$ cat config.mk
export PLATFORM = sky130hd
export DESIGN_NAME = rbm_sample_averager
export DESIGN_NICKNAME = d
export VERILOG_FILES = /design/src/rtl/rbm_sample_averager.sv
export SDC_FILE = /design/constraint.sdc
export NUM_CORES = 1
export LEC_CHECK = 0
export BUFFER_PORTS_ARGS = -buffer_cell sky130_fd_sc_hd__buf_2
export CAP_MARGIN = 30
export CELL_PAD_IN_SITES_DETAIL_PLACEMENT = 1
export CELL_PAD_IN_SITES_GLOBAL_PLACEMENT = 1
export CORE_UTILIZATION = 35
export DETAILED_ROUTE_END_ITERATION = 6
export PLACE_DENSITY = 0.7
export SYNTH_ARGS = -nofsm -noshare
export SYNTH_HDL_FRONTEND = slang
export SYNTH_SLANG_ARGS = --single-unit
export TNS_END_PERCENT = 20
$ cat constraint.sdc
create_clock -name clock -period 2.68 [get_ports clock]
set_input_delay 0.268 -clock clock [delete_from_list [all_inputs] [get_ports clock]]
set_output_delay 0.268 -clock clock [all_outputs]
set_load 0.02 [all_outputs]
$ cat src/rtl/rbm_sample_averager.sv
// Averages per-lane hidden-unit samples over 2**AVG_LOG2 accepted cycles and emits the packed mean.
// Define RBM_AVG_ROUND_EN to round half up instead of truncating.
module rbm_sample_averager #(
    parameter int out_dim          = 5,
    parameter int output_bitlength = 12,
    parameter int AVG_LOG2         = 4
) (
    input  logic                                 clock,
    input  logic                                 reset,
    input  logic                                 start,
    input  logic [out_dim*output_bitlength-1:0] sample_in,
    input  logic                                 sample_valid,
    output logic                                 busy,
    output logic                                 done,
    output logic                                 avg_valid,
    output logic [out_dim*output_bitlength-1:0] avg_out
);

    localparam int W     = output_bitlength;
    localparam int AW    = output_bitlength + AVG_LOG2;
    localparam int CW    = AVG_LOG2 + 1;
    localparam int OUT_W = out_dim * output_bitlength;
    localparam int N     = 1 << AVG_LOG2;

    // Handshake: a sample is consumed on any rising edge where state is ACCUM,
    // sample_valid=1 and start=0; start always wins and opens a fresh window.
    typedef enum logic [1:0] {
        S_IDLE  = 2'd0,
        S_ACCUM = 2'd1,
        S_DONE  = 2'd2
    } state_t;

    state_t            state_q, state_d;
    logic [CW-1:0]     count_q, count_d;
    logic [AW-1:0]     acc_q [out_dim];
    logic [AW-1:0]     acc_d [out_dim];
    logic [OUT_W-1:0]  avg_q, avg_d;
    logic              avg_valid_q, avg_valid_d;

    logic [AW-1:0]     acc_sum [out_dim];
    logic [OUT_W-1:0]  avg_next;

    always_comb begin
        // Mean is taken from the sum that already includes the current sample.
        avg_next = '0;
        for (int i = 0; i < out_dim; i++) begin
            acc_sum[i] = acc_q[i] + AW'(sample_in[i*W +: W]);
`ifdef RBM_AVG_ROUND_EN
            avg_next[i*W +: W] = W'((acc_sum[i] + AW'(N / 2)) >> AVG_LOG2);
`else
            avg_next[i*W +: W] = W'(acc_sum[i] >> AVG_LOG2);
`endif
        end
    end

    always_comb begin
        state_d     = state_q;
        count_d     = count_q;
        acc_d       = acc_q;
        avg_d       = avg_q;
        avg_valid_d = avg_valid_q;

        case (state_q)
            S_IDLE, S_DONE: begin
                if (start) begin
                    state_d     = S_ACCUM;
                    count_d     = '0;
                    avg_d       = '0;
                    avg_valid_d = 1'b0;
                    for (int i = 0; i < out_dim; i++) acc_d[i] = '0;
                end else begin
                    state_d = S_IDLE;
                end
            end
            S_ACCUM: begin
                if (start) begin
                    count_d     = '0;
                    avg_d       = '0;
                    avg_valid_d = 1'b0;
                    for (int i = 0; i < out_dim; i++) acc_d[i] = '0;
                end else if (sample_valid) begin
                    acc_d   = acc_sum;
                    count_d = count_q + CW'(1);
                    if (count_q == CW'(N - 1)) begin
                        state_d     = S_DONE;
                        avg_d       = avg_next;
                        avg_valid_d = 1'b1;
                    end
                end
            end
            default: state_d = S_IDLE;
        endcase
    end

    always_ff @(posedge clock) begin
        if (reset) begin
            state_q     <= S_IDLE;
            count_q     <= '0;
            avg_q       <= '0;
            avg_valid_q <= 1'b0;
            for (int i = 0; i < out_dim; i++) acc_q[i] <= '0;
        end else begin
            state_q     <= state_d;
            count_q     <= count_d;
            avg_q       <= avg_d;
            avg_valid_q <= avg_valid_d;
            for (int i = 0; i < out_dim; i++) acc_q[i] <= acc_d[i];
        end
    end

    assign busy      = (state_q == S_ACCUM);
    assign done      = (state_q == S_DONE);
    assign avg_valid = avg_valid_q;
    assign avg_out   = avg_q;

endmodule

Yosys cells after proc, flatten, opt, wreduce, memory -nomap -nowiden
Index checks and enable logic that the tools add are counted.
{"block": "word_totals", "regBits": 148, "input_bits": 64}
{"block": "classes", "reduce_logical": 6, "n_eq_ne": 9, "addsub": 6, "mux": 23}
{"op": "2-to-1 mux 60 bit", "count": 4}
{"op": "2-to-1 mux 80 bit", "count": 3}
{"op": "one-hot mux 80 bit (2 select lines)", "count": 1}
{"op": "one-hot mux 60 bit (2 select lines)", "count": 1}
{"op": "adder 16 x 12 -> 16 bit", "count": 5}
{"op": "2-to-1 mux 5 bit", "count": 3}
{"op": "one-hot mux 5 bit (2 select lines)", "count": 1}
{"op": "2-to-1 mux 2 bit", "count": 3}
{"op": "inequality test 2 bit, second input constant", "count": 3}
{"op": "AND reduction 3 bit", "count": 2}
{"op": "adder 5 x 1 -> 5 bit, second input constant", "count": 1}
{"op": "equality test 5 x 4 -> 1 bit, second input constant", "count": 1}
{"op": "2-to-1 mux 1 bit", "count": 5}
{"op": "one-hot mux 2 bit (2 select lines)", "count": 1}
{"op": "AND reduction 4 bit", "count": 1}
{"op": "inequality test 3 x 2 -> 1 bit, second input constant", "count": 1}
{"op": "inequality test 3 bit, second input constant", "count": 1}
{"op": "equality test 2 x 1 -> 1 bit, second input constant", "count": 1}
{"op": "equality test 2 bit, second input constant", "count": 1}
{"op": "zero test 2 bit", "count": 1}
{"op": "inequality test 2 x 1 -> 1 bit, second input constant", "count": 1}
{"op": "one-hot mux 1 bit (2 select lines)", "count": 1}
{"op": "nonzero test 2 bit", "count": 1}
{"op": "OR reduction 2 bit", "count": 1}

Logic depth before layout (Yosys ltp)
{"block": "logic_depth", "word_depth": 5, "depth_mapped": 10, "mapped_depth_nobuf": 10}

Least setup slack after synthesis
No wires, ideal clock.
{"block": "synth_timing", "path_kind": "register to register", "start": "register acc_q[0] in the netlist's numbering", "end": "register acc_q[14] in the netlist's numbering", "path_buffers": 0, "path_stages_with_launch": 11, "arrival_time_ps": 2203, "path_slack_ps": 415, "setup_time_ps": 62, "t_required_ps": 2618, "cell_sequence": "dfxtp_1 > ha_1 > inv_1 > fa_1 > nor2b_1 > o211ai_1 > a211oi_2 > o22ai_1 > or2_1 > or3_1 > nand3_1"}
{"block": "synth_between", "elab_chain_cells": 4}
{"item": "start, declared", "line_no": "35", "text": "logic [AW-1:0] acc_q [out_dim];"}
{"item": "adder 16 x 12 -> 16 bit", "line_no": "47", "text": "acc_sum[i] = acc_q[i] + AW'(sample_in[i*W +: W]);"}
{"item": "2-to-1 mux 80 bit", "line_no": "81", "text": "end else if (sample_valid) begin"}
{"item": "2-to-1 mux 80 bit", "line_no": "76", "text": "if (start) begin"}
{"item": "one-hot mux 80 bit (2 select lines)", "line_no": "63", "text": "case (state_q)"}
Every way passes these cells. The select of a mux whose other input is x is not followed.
A chain may end at the register's enable or synchronous reset.

Final worst setup path
Same ends and word-level chain as after synthesis.

==> run metrics <==
Max-Cap Viols=0; first-pass GRT wire length=between 30 and 40 mm; Pwr Density=between 500 and 600 nW/um2; die width=between 150 and 200 um; I/O Pins=roughly 130; Synth Flop Type=dfxtp_1; Critical Path RT=slightly above 3000 ps; CTS buffer count=17; Fill cells=between 2000 and 3000; Slew Limit Fails=0; dpl hpwl=around 18 mm; crit path kind=reg -> reg; Largest delay share family, worst path=simple AND/OR/NAND/NOR gates; Core Area=between 20000 and 25000 um2; type of origin of the critical path=register; Post-synth EDFFs=0; Max Root-Sink Buffers=2; FMAX=~400 MHz; # port buffers=126; most frequent cells in the layout=148 x dfxtp_1, 126 x buf_2, 111 x nand2_1, 84 x a21oi_1, 78 x nor2_1; Final Wtd Congestion=~0.83; Routed WL=24.2 mm; critical-path cell list=ha_1 -> inv_1 -> fa_2 -> nor2b_2 -> o211ai_1 -> a211oi_2 -> o22ai_2 -> or2_1 -> or3_1 -> nand3_1; die span in y=roughly 150 um; RSZ-0062 raised after global routing=true; die area=23800 um2; Synth-to-Final Area Change=20.9%; fin nets=1217; Antenna Nets Post-Route=0; DRT iter0 DRCs=~300; Final setup viols=0; ys async rst share=0; pin count of the biggest net entering global routing=50; fin crit share=0.944; crit end category=register; Crit path arrival time=about 2900 ps; Remaining Overflow, GRT=0; Buf/Inv on CP=1; Rows=55; post-synthesis cell count=958; hold crit path type=in -> reg; Post-Syn Area per Cell=roughly 8.5 um2; via-per-instance ratio=5.34; Clock Sinks=around 150; maximum fanout along the worst path=3; Initial Utilization=0.357; DRC errors left=0; clock skew=between 10 and 15 ps; post-synth design cell area=between 8000 and 9000 um2; WL/cell=approximately 17 um; Worst path max stage delay=about 380 ps; max_slew headroom=0.529; sequential cell area fraction in the yosys report=0.365; share of layout cells above drive strength 1=0.187; leak pwr=between 4 and 5 nW; clk slew on worst S/H paths=around 70 ps; Synth cell types=65; initial antenna violation count=0; Final WS setup=between 150 and 200 ps; status=completed; Slowest-stage cell, CP=a211oi_2; Tot GR Track Use=0.209; CTS H-Tree Depth=4; drt pass-1 iters=4; via count=about 7400; r2r setup slk=around 150 ps; Worst-Margin Slew=slightly above 700 ps; # hold bufs at CTS=0; tightest hold margin=193 ps; Syn. warnings=0; vias in the first global route=roughly 7400; most common cell after layout, fill and taps aside=dfxtp_1; clock latency on the worst-skew pair=~430 ps; CTS tree=yes; Seq cells post-synth=148; CTS root buf=clkbuf_16; Peak supply drop=between 0.3 and 0.4 mV; Diodes inserted=0; Fin. Hold Viols=0; Place WS=between 90 and 100 ps; fin crit period=2530 ps; net count after synthesis=around 1100
-- state kept, by name, summed over array words and instances (netlist names) --
name and count:
state_q 2, avg_valid 1, acc_q 80, count_q 5, avg_out 60
-- cells by family (layout without fill, tap and decap cells) --
| kind of cell | after synthesis | after routing | synth area share |
|---|---|---|---|
| mux | 3 | 3 | 0.00370 |
| compound gates | 296 | 296 | 0.242 |
| xor+xnor | 60 | 60 | 0.0648 |
| buf+inv | 70 | 211 | 0.0339 |
| simple gates | 314 | 314 | 0.182 |
| fa+ha+maj | 67 | 67 | 0.108 |
| flops | 148 | 148 | 0.365 |
-- synth_stat cells, drive strengths merged (5+ instances only) --
master	instances	share of area
dfxtp	148	0.37
a21oi	85	0.052
a22oi	19	0.018
nand4	7	0.0054
a31oi	9	0.0077
nor2b	8	0.0062
buf	8	0.0052
nand2b	17	0.013
xor2	23	0.025
fa	5	0.012
clkbuf	35	0.016
or3	7	0.0054
o31ai	8	0.0074
xnor2	37	0.040
o21ai	59	0.037
inv	26	0.012
a22o	37	0.040
nand3	34	0.021
ha	62	0.096
a211oi	7	0.0077
and3	6	0.0046
nand2	114	0.054
a21o	25	0.023
o21a	10	0.0093
nor2	80	0.037
nor3b	5	0.0046
nor3	11	0.0068
o21bai	6	0.0056
or2	5	0.0039
-- worst register-to-register path, cell delays in order, from the launching register on --
cell and delay [ps]:
dfxtp_1 330, ha_1 170, inv_1 60, fa_2 360
nor2b_2 140, o211ai_1 200, a211oi_2 380, o22ai_2 130
or2_1 260, or3_1 350, nand3_1 90
-- area by class of cell --
class	count	area [um2]	share of cell area
clock inverters	13	195	0.0199
clock buffers	19	453	0.0462
flip-flops and latches	148	2960	0.302
inverters	27	101	0.0103
multi-input cells	740	4900	0.499
well taps	285	357	0.0364
repair buffers	152	838	0.0855
-- timing repair --
item | in CTS | in global routing
endpoints found under the setup margin | 0 | 2
setup buffers | 0 | 0
gates resized for setup | 0 | 3
-- per-layer routing --
layer | wire length, um | vias to the layer above | global-route usage
li1 | - | 3694 | -
met1 | 12000 | 3550 | 0.280
met2 | 11100 | 113 | 0.345
met3 | 627 | 35 | 0.0314
met4 | 432 | 0 | 0.0681
met5 | 0 | - | 0
-- power by group --
part	leakage, nW	switching [W]	internal, W
Combinational	2.81	0.000388	0.000234
Sequential	1.20	0.0000251	0.00224
Clock	0.307	0.00104	0.00162
Total	4.32	0.00145	0.00409
-- path summary, 6_finish.rpt --
kind	startpoint	end	cells past startpoint
setup / recovery	acc_q[0]	acc_q[14]	10
hold / removal	sample_in[12]	acc_q[48]	4
setup reg to reg	acc_q[0]	acc_q[14]	10
hold reg to reg	avg_out[44]	avg_out[44]	2
-- metrics by stage --
step,TNS (ps),cell area (um2),instances,power [W],util
floorplan,0,8110,958,0.00271,-
detailed placement,0,9150,1352,0.00293,0.403
global route,-56.2,9800,1384,0.00575,0.432
finish,0,9800,1384,0.00554,0.432
global placement,0,9150,1352,0.00292,0.403
CTS,0,9790,1384,0.00560,0.431
(Power assumes the default switching activity.)
